$ cat config.mk
export PLATFORM = sky130hd
export DESIGN_NAME = spram_gen
export DESIGN_NICKNAME = d
export VERILOG_FILES = /design/src/rtl/spram_gen.sv
export SDC_FILE = /design/constraint.sdc
export NUM_CORES = 2
export LEC_CHECK = 0
export CORE_MARGIN = 3
export CORE_UTILIZATION = 60
export CTS_CLUSTER_SIZE = 40
export DETAILED_ROUTE_END_ITERATION = 10
export PLACE_DENSITY_LB_ADDON = 0.05
export SYNTH_ARGS = -nofsm -noshare
export SYNTH_HDL_FRONTEND = slang
export SYNTH_SLANG_ARGS = --single-unit
$ cat constraint.sdc
create_clock -name clk -period 4.4 [get_ports clk]
set_input_delay 0.88 -clock clk [delete_from_list [all_inputs] [get_ports clk]]
set_output_delay 0.88 -clock clk [all_outputs]
set_load 0.02 [all_outputs]
$ cat src/rtl/spram_gen.sv
// spram_gen: parametrised single-port RAM with byte-lane write enables,
// selectable read latency (bypass or output register) and write-collision
// behaviour on dout (hold / write-through / read-before-write).
// Optional post-reset clear sequencer compiled in with SPRAM_GEN_CLEAR_EN;
// while it runs, busy=1 and user accesses are dropped.
//
// Handshake: there is no valid/ready pair. An access is taken on every
// rising edge where ce=1, busy=0 and reset=0. Read data follows a fixed
// latency (1 edge for READ_MODE 0, 2 edges with oce=1 for READ_MODE 1).
module spram_gen #(
    parameter int DATA_W     = 8,
    parameter int ADDR_W     = 8,
    parameter int READ_MODE  = 0,
    parameter int WRITE_MODE = 0,
    parameter logic [DATA_W-1:0] CLR_VAL = '0
) (
    input  logic                  clk,
    input  logic                  reset,
    input  logic                  ce,
    input  logic                  oce,
    input  logic                  wre,
    input  logic [DATA_W/8-1:0]   be,
    input  logic [ADDR_W-1:0]     ad,
    input  logic [DATA_W-1:0]     din,
    output logic [DATA_W-1:0]     dout,
    output logic                  busy
);

    localparam int LANES = DATA_W / 8;
    localparam int DEPTH = 1 << ADDR_W;

    logic [DATA_W-1:0] mem [DEPTH];
    logic [DATA_W-1:0] stage1;
    logic [DATA_W-1:0] out_reg;
    logic [DATA_W-1:0] old_word;
    logic [DATA_W-1:0] merged_word;
    logic              acc;
    logic              clr_we;
    logic [ADDR_W-1:0] clr_cnt;

`ifdef SPRAM_GEN_CLEAR_EN
    typedef enum logic {IDLE = 1'b0, CLEAR = 1'b1} state_t;
    state_t state;
    state_t state_nxt;

    // State register and clear address counter; reset restarts the sweep at 0.
    always_ff @(posedge clk) begin
        if (reset) begin
            state   <= CLEAR;
            clr_cnt <= '0;
        end else begin
            state <= state_nxt;
            if (state == CLEAR) clr_cnt <= clr_cnt + ADDR_W'(1);
        end
    end

    // Next state: leave CLEAR once the last word is being written.
    always_comb begin
        state_nxt = state;
        case (state)
            IDLE:    state_nxt = IDLE;
            CLEAR:   if (clr_cnt == {ADDR_W{1'b1}}) state_nxt = IDLE;
            default: state_nxt = IDLE;
        endcase
    end

    // Outputs: the sequencer owns the array for the whole CLEAR state.
    always_comb begin
        busy   = (state == CLEAR);
        clr_we = (state == CLEAR) && !reset;
    end
`else
    assign busy    = 1'b0;
    assign clr_we  = 1'b0;
    assign clr_cnt = '0;
`endif

    assign acc      = ce && !busy && !reset;
    assign old_word = mem[ad];

    // Merged write word: new lanes where be=1, old lanes elsewhere.
    always_comb begin
        merged_word = old_word;
        for (int i = 0; i < LANES; i++) begin
            if (be[i]) merged_word[8*i +: 8] = din[8*i +: 8];
        end
    end

    // Array write port: clear sweep has priority, then byte-lane user writes.
    always_ff @(posedge clk) begin
        if (clr_we) begin
            mem[clr_cnt] <= CLR_VAL;
        end else if (acc && wre) begin
            for (int i = 0; i < LANES; i++) begin
                if (be[i]) mem[ad][8*i +: 8] <= din[8*i +: 8];
            end
        end
    end

    // Stage 1 read register, with the write-collision behaviour selected by WRITE_MODE.
    always_ff @(posedge clk) begin
        if (reset) begin
            stage1 <= '0;
        end else if (acc) begin
            if (wre) begin
                if (WRITE_MODE == 1)      stage1 <= merged_word;
                else if (WRITE_MODE == 2) stage1 <= old_word;
            end else begin
                stage1 <= old_word;
            end
        end
    end

    // Output register: loads stage 1 whenever oce=1, independent of ce.
    always_ff @(posedge clk) begin
        if (reset) out_reg <= '0;
        else if (oce) out_reg <= stage1;
    end

    assign dout = (READ_MODE == 1) ? out_reg : stage1;

endmodule
==> run_results.csv <==
group,metric,value,unit
status,status,"finished, final reports clean",
clock_tree,cts_buffers,198,
floorplan,io_pins,31,
worst_setup_path,required,5.11,ns
synthesis,synth-main-ff-cell,"edfxtp_1",
synthesis,syn_inst,3893,
floorplan,core,132000,um^2
synthesis,post_synth.cell_area_avg,20.7,um^2
detailed_routing,ant_nets,0,
timing,tightest_slew,1.14,ns
worst_setup_path,r2r_cells,8,
worst_setup_path,worst_path_largest_cell_delay,0.93,ns
clock_tree,ctsHoldBuffers,0,
cells_and_area,syn_to_final_growth,13.8,%
timing,final_max_slew_viol_count,0,
clock_tree,clock-sinks,2056,
clock_tree,htree_levels,4,
timing,period_minus_slack,3.59,ns
grt,grt_pass1_vias,42400,
detailed_routing,vias,41700,
synthesis,synth.ff_latch_count,2056,
worst_setup_path,cpMostUsedCell,"buf_4",
worst_setup_path,cp-start-kind,"input pin",
flow_run,drv_cap,0,
timing,skew,0.0246,ns
worst_setup_path,path_max_fanout,23,
worst_setup_path,crit_type,"in -> reg",
cells_and_area,fillers,8218,
clock_tree,insertion_delay,0.83,ns
timing,hold_viol,0,
worst_setup_path,crit_chain,"clkdlybuf4s50_1, nand4b_1, buf_4, nor2_1, a22o_1, a2111oi_0, buf_4, nand4_1, and4b_1, buf_4, a21oi_1",
worst_setup_path,worst_path_max_delay_cell,"clkdlybuf4s50_1",
floorplan,fp.dieW,372,um
placed_design,post-place-ws,0.142,ns
timing,hold_slack,0.654,ns
detailed_routing,dr.pass1.iters,5,
detailed_routing,wl,206000,um
floorplan,start_util,60.8,%
grt,grt_antenna_before_repair,5,
detailed_routing,dr.first_iter.drc_count,5106,
grt,grt_max_degree,139,
synthesis,synth_seq_area_share,76.6,%
worst_setup_path,worstPathArrival,4.30,ns
worst_hold_path,hp-start,"dout[6]$_SDFFE_PP0P_",
grt,overflow,0,
clock_tree,cts.repair.resized,0,
floorplan,fp.dieArea,139000,um^2
placed_design,portBuffers,28,
timing,final.period_utilization,81.6,%
timing,worst_slack,0.808,ns
synthesis,synth_area,80500,um^2
cells_and_area,layout-drive-gt1-share,26.3,%
synthesis,yosys_warnings,0,
worst_hold_path,hold_path_end,"dout[6]$_SDFFE_PP0P_",
worst_setup_path,cp_num_buf_inv,4,
clock_tree,cts-root-buf,"clkbuf_16",
timing,rsz0062_at_grt,"no",
clock_tree,postCtsSetupBuffers,0,
worst_hold_path,hold_path_class,"reg -> reg",
detailed_routing,drc_errors,0,
timing,max_slew_margin,23.8,%
placed_design,dp_hpwl,133000,um
timing,fmaxAchievable,0.278,GHz
detailed_routing,wire_per_inst,32.9,um
worst_setup_path,path_delay_family,"buffers and inverters",
grt,grt_pass1_wl,298000,um
placed_design,placed_area,85400,um^2
worst_setup_path,rr_startpoint,"mem[76][3]$_DFFE_PP_",
clock_tree,cts.clk_slew.worst_paths,0.06,ns
synthesis,ys_types,74,
floorplan,die_y,372,um
worst_hold_path,hold_depth,2,
worst_setup_path,regToRegEndpoint,"dout[3]$_SDFFE_PP0P_",
grt,grt.total_usage,30.5,%
synthesis,async_flop_share,0,%
pwr,power.leakage,0.0296,uW
clock_tree,clock_path_buffers,3,
cells_and_area,num-nets-final,4358,
synthesis,syn_nets,3915,
worst_setup_path,worst_setup_path_end_kind,"register",
timing,setup_tns,0,ns
placed_design,finalWeightedCongestion,0.934,
timing,final-setup-viol-count,0,
detailed_routing,viasPerCell,6.67,
pwr,p_per_area,435,nW/um^2
clock_tree,cts_tree,"built",
pwr,peakVddDrop,0.458,mV
cells_and_area,postLayoutCellArea,91600,um^2
floorplan,std_cell_rows,133,
worst_setup_path,r2r_slack,1.64,ns
synthesis,synth_edf_count,2048,
placed cells by master (no fill, tap or decap), types with 26 or more instances in the layout:
master / synthesis / final
clkinv_2: 0 / 42
clkbuf_1: 80 / 47
o211ai_1: 26 / 26
edfxtp_1: 2048 / 2048
a22oi_1: 98 / 98
nand2_1: 77 / 77
buf_4: 37 / 421
mux4_2: 405 / 405
nand3_1: 44 / 44
o21ai_0: 34 / 34
buf_12: 6 / 41
nor2_1: 267 / 265
clkbuf_16: 0 / 206
a21oi_1: 64 / 64
mux2i_1: 219 / 219
a211oi_1: 26 / 26
o22ai_1: 31 / 31
nor3_1: 32 / 32
clkinv_1: 3 / 44
metal layers:
layer / vias to the layer above / track usage [%] / wire (um) / part of all wire [%]
met5: - / 0.641 / 132 / 0.064
met4: 4 / 10.9 / 7690 / 3.7
met3: 389 / 7.62 / 20800 / 10
met2: 2271 / 48.2 / 99700 / 48
met1: 21800 / 41.9 / 77600 / 38
li1: 17200 / - / - / -
sequential cells by signal, indices dropped and copies added (netlist names):
register and flops:
dout 8, mem 2048
cell usage after synthesis, types with 4 or more instances:
cell type  count  area [um^2]
nand2b_1       5         31.3
mux2_2        16          180
o211ai_1      26          195
dfxtp_1        8          160
buf_2         72          360
buf_1          6         22.5
nand2_1       77          289
nor2b_1       20          125
nor2_1       267         1000
o21ai_0       34          170
a22o_1        20          175
or3_1          8         50.1
buf_4         37          278
nor3_1        32          160
a211oi_1      26          195
a31oi_1       18          113
mux4_1        18          473
nand3_1       44          220
edfxtp_1    2048        61500
o2111ai_1     13          114
and3_1        10         62.6
a221oi_1      21          184
a32oi_1        4         35.0
o221ai_1       8         70.1
a22oi_1       98          736
o21ai_1        4         20.0
mux4_2       405         9120
clkbuf_1      80          300
nor3b_1        4         30.0
o32ai_1        9         78.8
buf_12         6          120
a21oi_1       64          320
o22ai_1       31          194
nand4_1       14         87.6
mux2i_1      219         2190
nor4_1         9         56.3
and2_1         7         43.8
buf_6         41          462
a2bb2oi_1      4         35.0
area by class of cell:
cell class / count / area [um^2] / area share (%)
antenna: 2 / 5.00 / 0.00546
clock buffer: 255 / 5360 / 5.85
clock inverter: 103 / 827 / 0.903
inverter: 7 / 26.3 / 0.0287
multi-input combinational: 1584 / 17200 / 18.8
sequential: 2056 / 61700 / 67.3
tap: 1755 / 2200 / 2.40
timing repair buffer: 489 / 4290 / 4.68
worst max-delay path by stage:
stage	start	to	slack, ns	depth (start not counted)
2_1_floorplan	ad[1]	mem[148][0]$_DFFE_PP_	1.19	7
3_3_place_gp	ad[0]	dout[4]$_SDFFE_PP0P_	0.04	9
3_5_place_dp	ad[4]	dout[6]$_SDFFE_PP0P_	0.14	11
4_1_cts	ad[4]	dout[6]$_SDFFE_PP0P_	1.00	11
5_1_grt	ad[4]	dout[6]$_SDFFE_PP0P_	0.69	11
6_report	ad[4]	dout[6]$_SDFFE_PP0P_	0.81	11
worst register-to-register path, stage by stage, from the launching register on:
cell       delay, ns
edfxtp_1        0.36
mux4_2          0.55
a22o_1          0.27
o31ai_1         0.49
o2111ai_1       0.23
nor3_1          0.35
buf_4           0.20
o211a_1         0.15
o32ai_1         0.07
cells by family after synthesis:
group / synth area share, %
DFF: 76.6
buffers and inverters: 2.01
and+or+nand+nor: 2.93
other: 0.00466
AOI/OAI and AO/OA: 3.57
muxes: 14.9
power by group:
part	switching (uW)	internal [uW]
clock network	6960	9250
registers	19.9	21500
logic	1310	727
through the flow:
stage	utilization, %	cells	power, uW
final	69.2	6251	39800
after global routing	69.2	6249	40900
after CTS	69.2	6249	40000
after detailed placement	64.6	5891	24000
after global placement	64.6	5891	24000
after floorplan	-	3893	23000
No activity file was read; power rests on OpenSTA's default activity.
